==> src/rtl/nios_system2_cpu_0_oci_dct_packer_pkg.sv <==
// Shared constants for the OCI DCT trace path: code widths, frame depth,
// frame field offsets and the output-register state type.
package oci_trace_pkg;

  localparam int ENTRY_W = 2;
  localparam int DEPTH   = 15;
  localparam int CNT_W   = 4;
  localparam int BUF_W   = DEPTH * ENTRY_W;
  localparam int TAG_W   = 2;
  localparam int TW_W    = TAG_W + CNT_W + BUF_W;

  localparam logic [TAG_W-1:0] TAG = 2'b10;

  localparam logic [ENTRY_W-1:0] DCT_NT  = 2'b00;
  localparam logic [ENTRY_W-1:0] DCT_TK  = 2'b01;
  localparam logic [ENTRY_W-1:0] DCT_EXC = 2'b10;
  localparam logic [ENTRY_W-1:0] DCT_OTH = 2'b11;

  localparam int BUF_LSB = 0;
  localparam int CNT_LSB = BUF_W;
  localparam int TAG_LSB = BUF_W + CNT_W;

  typedef enum logic {
    TW_EMPTY = 1'b0,
    TW_PEND  = 1'b1
  } tw_state_t;

  function automatic logic [TW_W-1:0] pack_frame(input logic [CNT_W-1:0] cnt,
                                                 input logic [BUF_W-1:0] codes);
    return {TAG, cnt, codes};
  endfunction

endpackage

==> src/rtl/nios_system2_cpu_0_oci_dct_packer_if.sv <==
// Valid/ready trace-word bus between the DCT packer and trace memory.
interface nios_system2_cpu_0_oci_dct_packer_if;
  import oci_trace_pkg::*;

  logic            tw_valid;
  logic            tw_ready;
  logic [TW_W-1:0] tw_data;

  modport master (output tw_valid, output tw_data, input tw_ready);
  modport slave  (input tw_valid, input tw_data, output tw_ready);

endinterface

==> src/rtl/nios_system2_cpu_0_oci_tw_reg.sv <==
// One-deep valid/ready holding register for emitted trace words.
// state | meaning
// EMPTY | no word held, tw_valid=0
// PEND  | word held stable in data_o until ready_i
module nios_system2_cpu_0_oci_tw_reg
  import oci_trace_pkg::*;
(
  input  logic            clk,
  input  logic            rst_n,
  input  logic            load_i,
  input  logic [TW_W-1:0] data_i,
  input  logic            ready_i,
  output logic            valid_o,
  output logic [TW_W-1:0] data_o,
  output logic            free_o
);

  tw_state_t       state_q, state_d;
  logic [TW_W-1:0] data_q, data_d;

  always_ff @(posedge clk or negedge rst_n) begin
    if (!rst_n) begin
      state_q <= TW_EMPTY;
      data_q  <= '0;
    end else begin
      state_q <= state_d;
      data_q  <= data_d;
    end
  end

  always_comb begin
    state_d = state_q;
    data_d  = data_q;
    if (load_i) data_d = data_i;
    unique case (state_q)
      TW_EMPTY: if (load_i) state_d = TW_PEND;
      TW_PEND:  if (ready_i) state_d = load_i ? TW_PEND : TW_EMPTY;
      default:  state_d = TW_EMPTY;
    endcase
  end

  always_comb begin
    valid_o = (state_q == TW_PEND);
    data_o  = data_q;
    free_o  = (state_q == TW_EMPTY) || ready_i;
  end

endmodule

==> src/rtl/nios_system2_cpu_0_oci_dct_packer.sv <==
// DCT trace writer: packs 2-bit codes into a 15-entry buffer and hands full or
// flushed frames to the trace-word holding register.
module nios_system2_cpu_0_oci_dct_packer
  import oci_trace_pkg::*;
(
  input  logic                clk,
  input  logic                reset_n,
  input  logic                trc_on,
  input  logic                dct_valid,
  input  logic [ENTRY_W-1:0]  dct_code,
  input  logic                flush,
  nios_system2_cpu_0_oci_dct_packer_if.master tw,
  output logic [BUF_W-1:0]    dct_buffer,
  output logic [CNT_W-1:0]    dct_count,
  output logic                overflow
);

  logic [BUF_W-1:0] buf_q, buf_d, mrg_buf;
  logic [CNT_W-1:0] cnt_q, cnt_d, mrg_cnt;
  logic             req_q, req_d;
  logic             trc_q;
  logic             ovf_q, ovf_d;
  logic             in_code, trc_fall, full, accept, out_free, xfer;
  logic             tw_valid_w;
  logic [TW_W-1:0]  frame, tw_data_w;

  always_ff @(posedge clk or negedge reset_n) begin
    if (!reset_n) begin
      buf_q <= '0;
      cnt_q <= '0;
      req_q <= 1'b0;
      trc_q <= 1'b0;
      ovf_q <= 1'b0;
    end else begin
      buf_q <= buf_d;
      cnt_q <= cnt_d;
      req_q <= req_d;
      trc_q <= trc_on;
      ovf_q <= ovf_d;
    end
  end

  always_comb begin
    in_code  = trc_on & dct_valid;
    trc_fall = trc_q & ~trc_on;
    full     = (cnt_q == CNT_W'(DEPTH));
    accept   = in_code & (~full | out_free);
    mrg_buf  = buf_q;
    mrg_cnt  = cnt_q;
    if (accept && !full) begin
      mrg_buf = buf_q | (BUF_W'(dct_code) << (ENTRY_W * cnt_q));
      mrg_cnt = cnt_q + CNT_W'(1);
    end
    xfer  = out_free & ((mrg_cnt == CNT_W'(DEPTH)) |
                        ((flush | trc_fall | req_q) & (mrg_cnt != '0)));
    frame = pack_frame(mrg_cnt, mrg_buf);
    buf_d = mrg_buf;
    cnt_d = mrg_cnt;
    req_d = req_q | ((flush | trc_fall) & (mrg_cnt != '0));
    if (xfer) begin
      buf_d = '0;
      cnt_d = '0;
      req_d = 1'b0;
      // A stalled full frame drains this cycle, so the new code starts the next frame.
      if (full && accept) begin
        buf_d = BUF_W'(dct_code);
        cnt_d = CNT_W'(1);
      end
    end
    ovf_d = ovf_q | (in_code & ~accept);
  end

  nios_system2_cpu_0_oci_tw_reg u_tw_reg (
    .clk     (clk),
    .rst_n   (reset_n),
    .load_i  (xfer),
    .data_i  (frame),
    .ready_i (tw.tw_ready),
    .valid_o (tw_valid_w),
    .data_o  (tw_data_w),
    .free_o  (out_free)
  );

  assign tw.tw_valid = tw_valid_w;
  assign tw.tw_data  = tw_data_w;
  assign dct_buffer  = buf_q;
  assign dct_count   = cnt_q;
  assign overflow    = ovf_q;

endmodule

==> src/flat_wrapper.sv <==
// flat-port wrapper written by rule: the top's interface ports become plain ports
module nios_system2_cpu_0_oci_dct_packer_flat import oci_trace_pkg::*;
  (clk, reset_n, trc_on, dct_valid, dct_code, flush, dct_buffer, dct_count, overflow, tw_tw_valid, tw_tw_data, tw_tw_ready);
  nios_system2_cpu_0_oci_dct_packer_if tw_i ();
  input  logic clk;
  input  logic reset_n;
  input  logic trc_on;
  input  logic dct_valid;
  input  logic [ENTRY_W-1:0] dct_code;
  input  logic flush;
  output logic [BUF_W-1:0] dct_buffer;
  output logic [CNT_W-1:0] dct_count;
  output logic overflow;
  output wire logic [$bits(tw_i.tw_valid)-1:0] tw_tw_valid;
  output wire logic [$bits(tw_i.tw_data)-1:0] tw_tw_data;
  input wire logic [$bits(tw_i.tw_ready)-1:0] tw_tw_ready;
  assign tw_tw_valid = tw_i.tw_valid;
  assign tw_tw_data = tw_i.tw_data;
  assign tw_i.tw_ready = tw_tw_ready;
  nios_system2_cpu_0_oci_dct_packer u_core (.clk(clk), .reset_n(reset_n), .trc_on(trc_on), .dct_valid(dct_valid), .dct_code(dct_code), .flush(flush), .tw(tw_i), .dct_buffer(dct_buffer), .dct_count(dct_count), .overflow(overflow));
endmodule
==> config.mk <==
export PLATFORM = sky130hd
export DESIGN_NAME = nios_system2_cpu_0_oci_dct_packer_flat
export DESIGN_NICKNAME = d
export VERILOG_FILES = /design/src/rtl/nios_system2_cpu_0_oci_dct_packer_pkg.sv /design/src/rtl/nios_system2_cpu_0_oci_dct_packer_if.sv /design/src/rtl/nios_system2_cpu_0_oci_tw_reg.sv /design/src/rtl/nios_system2_cpu_0_oci_dct_packer.sv /design/src/flat_wrapper.sv
export SDC_FILE = /design/constraint.sdc
export NUM_CORES = 1
export LEC_CHECK = 0
export ABC_AREA = 1
export ABC_CLOCK_PERIOD_IN_PS = 3700
export CORE_MARGIN = 2
export CORE_UTILIZATION = 50
export CTS_CLUSTER_DIAMETER = 100
export DETAILED_ROUTE_END_ITERATION = 7
export DONT_BUFFER_PORTS = 1
export PLACE_DENSITY = 0.65
export REMOVE_ABC_BUFFERS = 1
export SYNTH_ARGS = -nofsm -noshare
export SYNTH_HDL_FRONTEND = slang
export SYNTH_SLANG_ARGS = --single-unit
export TNS_END_PERCENT = 5
==> constraint.sdc <==
create_clock -name clk -period 3.7 [get_ports clk]
set_clock_uncertainty 0.2 [all_clocks]
set_input_delay 0.74 -clock clk [delete_from_list [all_inputs] [get_ports clk]]
set_output_delay 0.74 -clock clk [all_outputs]
set_load 0.01 [all_outputs]
After elaboration in Yosys (flattened, before gate mapping)
Cells that the tools add are included.

operators by class
  multipliers = 0
  multiplexer cells = 10
  $lt $le $gt $ge = 0
  bitwise operators = 18
  reduce and logical (&&, ||, !) cells = 5
  shift operators = 1
  divide/modulo/power cells = 0
  add/sub/neg operators = 1
  equal/unequal tests = 2

operators with widths
  cell                                          number
  2-to-1 mux 30 bit                             2
  OR 30 bit                                     1
  left shift 2 x 5 -> 30 bit                    1
  equality test 4 bit (second input constant)   2
  2-to-1 mux 4 bit                              2
  AND 1 bit                                     7
  OR 1 bit                                      6
  adder 4 x 1 -> 4 bit (second input constant)  1
  2-to-1 mux 1 bit                              4
  NOT 1 bit                                     4
  nonzero test 4 bit                            1
  logical AND 1 bit                             2
  2-to-1 mux 2 bit                              1
  one-hot mux 1 bit (2 select lines)            1
  zero test 1 bit                               1
  logical OR 1 bit                              1

storage, ports and cells
  bits in writable memories = 0
  bits of input ports = 8
  memories kept = 0
  register bits = 73
  ROM bits = 0
  output and inout bits = 72
  latch bits = 0
  logic and storage cells = 44

Depth between registers and ports, before layout
  depth after elaboration = 13
  gate-level depth with buffers = 13

Modules after synthesis
From an unflattened synthesis, not the netlist that was laid out.

second synthesis, totals
  cells, all modules = 375
  area total of the unflattened synthesis = 3225.6 µm²

by module, submodules not included
  module                             area an instance (µm²)  cells each  sequential area each (µm²)  times used
  nios_system2_cpu_0_oci_dct_packer  1778.0                  219         925.9                       1
  nios_system2_cpu_0_oci_tw_reg      1447.6                  156         925.9                       1

Least setup slack after synthesis
Ideal clock, no wire load.

  kind = input-to-reg
  start = in trc_on
  end = reg u_core.u_tw_reg.data_q[10], in the netlist u_core.u_tw_reg.data_o[10]
  data required time = 3383 ps
  stages = 13
  setup slack = 1522 ps
  library setup time = 117 ps
  buffers on the path = 2
  arrival = 1861 ps
  path through = nand2_1 > inv_2 > nand2_2 > inv_2 > nand2_1 > nand2_1 > nand4_1 > nand2_2 > nand2_1 > buf_6 > buf_6 > nand2_1 > nand2_1

between the ends
  cells in the longest elaborated chain, start to end = 8
  elaborated cells between the ends (all ways) = 14
  those cells by class = eq/ne: 1; mux: 2; bitwise: 9; reduce/logical: 2

RTL lines
  element               line                                     RTL
  from (decl)           flat_wrapper.sv:7                        input logic trc_on;
  AND 1 bit             nios_system2_cpu_0_oci_dct_packer.sv:44  in_code = trc_on & dct_valid;
  AND 1 bit             nios_system2_cpu_0_oci_dct_packer.sv:47  accept = in_code & (~full | out_free);
  logical AND 1 bit     nios_system2_cpu_0_oci_dct_packer.sv:50  if (accept && !full) begin
  2-to-1 mux 4 bit      nios_system2_cpu_0_oci_dct_packer.sv:50
  nonzero test 4 bit    nios_system2_cpu_0_oci_dct_packer.sv:55  ((flush | trc_fall | req_q) & (mrg_cnt != '0)));
  AND 1 bit             nios_system2_cpu_0_oci_dct_packer.sv:55
  OR 1 bit              nios_system2_cpu_0_oci_dct_packer.sv:54  xfer = out_free & ((mrg_cnt == CNT_W'(DEPTH)) |
  AND 1 bit             nios_system2_cpu_0_oci_dct_packer.sv:54
  to (signal assigned)  nios_system2_cpu_0_oci_tw_reg.sv:27      data_q <= data_d;
  to (decl)             nios_system2_cpu_0_oci_tw_reg.sv:19      logic [TW_W-1:0] data_q, data_d;

Parallel ways exist; a longest one is shown, timed or not.
A chain may end at the register's enable or synchronous reset.

Worst setup path in the final report
  start = reg u_core.cnt_q[0], in the netlist u_core.dct_count[0]
  end = reg u_core.u_tw_reg.data_q[13], in the netlist u_core.u_tw_reg.data_o[13]

between the ends
  cells in the longest elaborated chain, start to end = 10
  elaborated cells between the ends (all ways) = 16
  those cells by class = add/sub: 1; eq/ne: 2; shift: 1; mux: 2; bitwise: 7; reduce/logical: 3

RTL lines
  element                 line                                     RTL
  from (decl)             nios_system2_cpu_0_oci_dct_packer.sv:19  logic [CNT_W-1:0] cnt_q, cnt_d, mrg_cnt;
  from (signal assigned)  nios_system2_cpu_0_oci_dct_packer.sv:36  cnt_q <= cnt_d;
  equality test 4 bit     nios_system2_cpu_0_oci_dct_packer.sv:46  full = (cnt_q == CNT_W'(DEPTH));
  NOT 1 bit               nios_system2_cpu_0_oci_dct_packer.sv:47
  OR 1 bit                nios_system2_cpu_0_oci_dct_packer.sv:47
  AND 1 bit               nios_system2_cpu_0_oci_dct_packer.sv:47
  logical AND 1 bit       nios_system2_cpu_0_oci_dct_packer.sv:50
  2-to-1 mux 4 bit        nios_system2_cpu_0_oci_dct_packer.sv:50
  nonzero test 4 bit      nios_system2_cpu_0_oci_dct_packer.sv:55
  AND 1 bit               nios_system2_cpu_0_oci_dct_packer.sv:55
  OR 1 bit                nios_system2_cpu_0_oci_dct_packer.sv:54
  AND 1 bit               nios_system2_cpu_0_oci_dct_packer.sv:54

Parallel ways exist; a longest one is shown, timed or not.

==> flow_summary.rst <==
.. list-table::
   :header-rows: 1

   * - Metric
     - Value
   * - Run status
     - finished, final reports clean
   * - Finished Core Util
     - 55.25%
   * - Unrepaired setup endpoints after global routing
     - false
   * - Critical path buffers and inverters
     - 2
   * - Internal
     - 1378 uW
   * - Total of cells resized after clock tree synthesis
     - 0
   * - Residual DRC count
     - 0
   * - Xor/xnor cell area share of the yosys netlist
     - 0%
   * - Total number of vias
     - 2429
   * - Synthesized-area fraction occupied by ao, oa, aoi and oai cells
     - 13.57%
   * - Final Max Slew Viols
     - 0
   * - Required time reported for the critical path endpoint
     - 3780 ps
   * - CP endpoint kind
     - flip-flop
   * - Worst IR Drop VDD
     - 351.4 uV
   * - Post-synthesis average cell area
     - 8.946 um2
   * - Gate family responsible for the most delay along the worst path
     - simple AND/OR/NAND/NOR gates
   * - Main combinational cell family by area after synthesis
     - simple AND/OR/NAND/NOR gates
   * - Type of the worst setup path
     - reg2reg
   * - Critical-path cell with the highest stage delay
     - sky130_fd_sc_hd__dfrtp_1
   * - CTS Sinks
     - 73
   * - Total of endpoints with negative setup slack in the final report
     - 0
   * - H-tree depth
     - 3
   * - Clock share of power
     - 27.5%
   * - Worst hold-check path type
     - in2async
   * - Antenna violation net count after detailed routing
     - 0
   * - Warnings, synthesis
     - 0
   * - TritonCTS Buffers
     - 9
   * - FFs w/ async S/R, synth
     - 100.0%
   * - Clock tree buffer depth
     - 2
   * - Via count normalized by instance count
     - 5.508
   * - Critical Path, Cell by Cell
     - ha_1 > nand3_2 > nand2_2 > inv_2 > nand2_1 > nand3_1 > o21bai_2 > nand2_2 > nand2_1 > buf_4 > nand2_1 > nand2_1
   * - Starting density of the core
     - 51.57%
   * - Worst Hold Margin
     - 83.87 ps
   * - Final-stage net count
     - 368
   * - Leading cell types by total area after synthesis
     - sky130_fd_sc_hd__dfrtp_1 56%, sky130_fd_sc_hd__nand2_1 12%, sky130_fd_sc_hd__nand3_1 6.7%
   * - IO Pins
     - 80
   * - Worst-Margin Slew
     - 839.1 ps
   * - Stages on the worst setup path
     - 12
   * - Buffers inserted by post-CTS timing repair
     - 0
   * - TritonCTS clock tree
     - done
   * - Count of cell types in the netlist
     - 27
   * - Floorplan die height
     - 84.93 um
   * - GPL Wtd Cong
     - 0.8375
   * - Signal arrival time at the worst endpoint
     - 2910 ps
   * - Seq pwr share
     - 46.2%
   * - Crit start category
     - flip-flop
   * - Synth cell count leaders
     - 108 x sky130_fd_sc_hd__nand2_1, 73 x sky130_fd_sc_hd__dfrtp_1, 44 x sky130_fd_sc_hd__nand3_1, 23 x sky130_fd_sc_hd__inv_1, 21 x sky130_fd_sc_hd__o21bai_1
   * - Max_cap viols
     - 0
   * - Hold bufs inserted after CTS
     - 1
   * - Critical Path Max Stage Delay
     - 610 ps
   * - Final hold vios
     - 0
   * - Count of TritonRoute iterations in the first routing pass
     - 4
   * - Share of final-layout standard cells stronger than drive strength 1
     - 9.066%
   * - 1st-iter DRT viols
     - 143
   * - Combinational Power Share
     - 26.3%
   * - Average wire per standard cell
     - 16.66 um
   * - Top fanout value on the critical path
     - 29
   * - Static Leak
     - 0.001887 uW
   * - Antenna violations before repair
     - 0
   * - Core Footprint
     - 6350 um2
   * - Number of rows in the core area
     - 29
   * - Die outline area
     - 7212 um2
   * - Count of flip-flops with a built-in enable after synthesis
     - 0
   * - Vias in the first global route
     - 2508
   * - Post-synthesis sequential area ratio
     - 55.79%
   * - Net switching power figure
     - 858.2 uW
   * - Pwr dens
     - 637.4 nW/um2
   * - Portion of the clock cycle consumed by the worst path in the final layout
     - 76.52%
   * - Post-Syn Instances
     - 366
   * - Layout overhead on the synthesized area
     - 7.145%
   * - Count of antenna diodes in the layout
     - 0
   * - Final min period
     - 2831 ps
   * - Share of the synthesized area in the top cell type
     - 55.79%
   * - Setup TNS
     - 0 ps
   * - Clock edge transition at the registers on the reported setup and hold paths
     - 80 ps
   * - Most area-hungry cell type in the Yosys netlist
     - sky130_fd_sc_hd__dfrtp_1
   * - Net switching fraction of the power
     - 38.38%
   * - DP Wirelength
     - 4.941 mm
   * - Slew headroom
     - 43.86%
   * - Global-route total usage across every layer
     - 22.39%
   * - Skew-Pair Late Insertion Delay
     - 340 ps
   * - Maximum number of pins on one net before global-route repair
     - 74
   * - Total power
     - 2236 uW
   * - Most used flip-flop cell after synthesis
     - sky130_fd_sc_hd__dfrtp_1
   * - Achievable clock frequency
     - 353.2 MHz
   * - Most frequently used cell type in the post-synthesis netlist
     - sky130_fd_sc_hd__nand2_1
   * - R2R depth
     - 12
   * - Leftover overflow at the end of global routing
     - 0
   * - Total routed wirelength
     - 7.347 mm
   * - Global-route wire length before repair
     - 12.69 mm
   * - Simple logic cell fraction of the synthesized area
     - 22.74%
   * - Total of flip-flops plus latches after synthesis
     - 73
   * - Netlist area before placement
     - 3274 um2
   * - Proportion of synthesized area in mux cells
     - 0%
   * - Crit-path most repeated cell
     - sky130_fd_sc_hd__nand2_1
   * - Count of input and output buffers
     - 0
   * - CTS root buf
     - sky130_fd_sc_hd__clkbuf_8
   * - Synth Area in Adders
     - 0.3821%
   * - DIE WIDTH
     - 84.93 um
==> worst register-to-register path, delay by kind of cell (launching register included) <==
| kind | cells | cell delay, ps |
|---|---|---|
| buffers and inverters | 2 | 360 |
| adder cells (fa/ha/maj) | 1 | 280 |
| flip-flops | 1 | 610 |
| AND/OR/NAND/NOR | 8 | 1160 |
| AO/OA/AOI/OAI | 1 | 160 |
==> power groups by stage <==
stage / Clock [uW] / Sequential, uW / Combinational, uW
4_1_cts: 627 / 1030 / 597
3_3_place_gp: 0 / 1050 / 563
6_report: 615 / 1030 / 589
2_1_floorplan: 0 / 1010 / 386
5_1_grt: 664 / 1050 / 683
3_5_place_dp: 0 / 1050 / 577
==> layer usage <==
metal	GRT usage (%)	part of all wire, %	vias to the layer above
met5	0	0	-
met4	8.225	1.6	0
met3	9.047	8.9	10
met2	33.64	46	80
met1	29.43	44	1169
li1	-	-	1170
==> layout by cell type (no fill, tap or decap), types with 3 or more instances in the layout <==
| master | instances |
|---|---|
| sky130_fd_sc_hd__buf_4 | 4 |
| sky130_fd_sc_hd__nand2_2 | 4 |
| sky130_fd_sc_hd__a21boi_0 | 11 |
| sky130_fd_sc_hd__inv_2 | 3 |
| sky130_fd_sc_hd__a21oi_1 | 16 |
| sky130_fd_sc_hd__nand2_1 | 107 |
| sky130_fd_sc_hd__clkbuf_8 | 10 |
| sky130_fd_sc_hd__nor2_1 | 9 |
| sky130_fd_sc_hd__inv_1 | 23 |
| sky130_fd_sc_hd__a21boi_1 | 10 |
| sky130_fd_sc_hd__dfrtp_1 | 73 |
| sky130_fd_sc_hd__o21bai_1 | 21 |
| sky130_fd_sc_hd__nand3_1 | 44 |
| sky130_fd_sc_hd__clkinv_2 | 4 |
| sky130_fd_sc_hd__nor3_1 | 6 |
==> flip-flops by register name, summed over array words and instances, names as in the netlist <==
signal and flops:
u_core.u_tw_reg.valid_o 1, u_core.req_q 1, u_core.dct_buffer 30, u_core.overflow 1
u_core.u_tw_reg.data_o 35, u_core.dct_count 4, u_core.trc_q 1
==> final timing paths <==
kind                                                 start                    endpoint  slack (ps)
worst max-delay path                   u_core.dct_count[0]  u_core.u_tw_reg.data_o[13]         870
worst min-delay path                               reset_n   u_core.u_tw_reg.data_o[2]          80
worst max register to register         u_core.dct_count[0]  u_core.u_tw_reg.data_o[13]         870
worst min register to register  u_core.u_tw_reg.data_o[35]  u_core.u_tw_reg.data_o[35]         340
max in group asynchronous                          reset_n       u_core.dct_buffer[29]        2930
min in group clk                                    trc_on                u_core.trc_q         230
==> final cells by class <==
type                            instances  area (um2)
Inverter                               28       105.1
Clock inverter                          6       57.56
Timing Repair Buffer                    6       77.57
Tap cell                               77       96.34
Fill cell                             574        2841
Clock buffer                           10       137.6
Multi-Input combinational cell        241        1207
Sequential cell                        73        1827
==> cells by family after synthesis <==
group / count (synthesis)
AND/OR/NAND/NOR: 175
flip-flops: 73
AO/OA/AOI/OAI: 64
buffers and inverters: 52
adder cells (fa/ha/maj): 1
other: 1
==> metrics by stage <==
stage / area (um2) / worst slack (ps) / cells
2_1_floorplan: 3137 / 372.1 / 342
3_3_place_gp: 3286 / 975.1 / 424
3_5_place_dp: 3286 / 889.5 / 424
4_1_cts: 3508 / 861.9 / 441
5_1_grt: 3508 / 523.6 / 441
6_report: 3508 / 868.9 / 441
No activity file was read; power rests on OpenSTA's default activity.
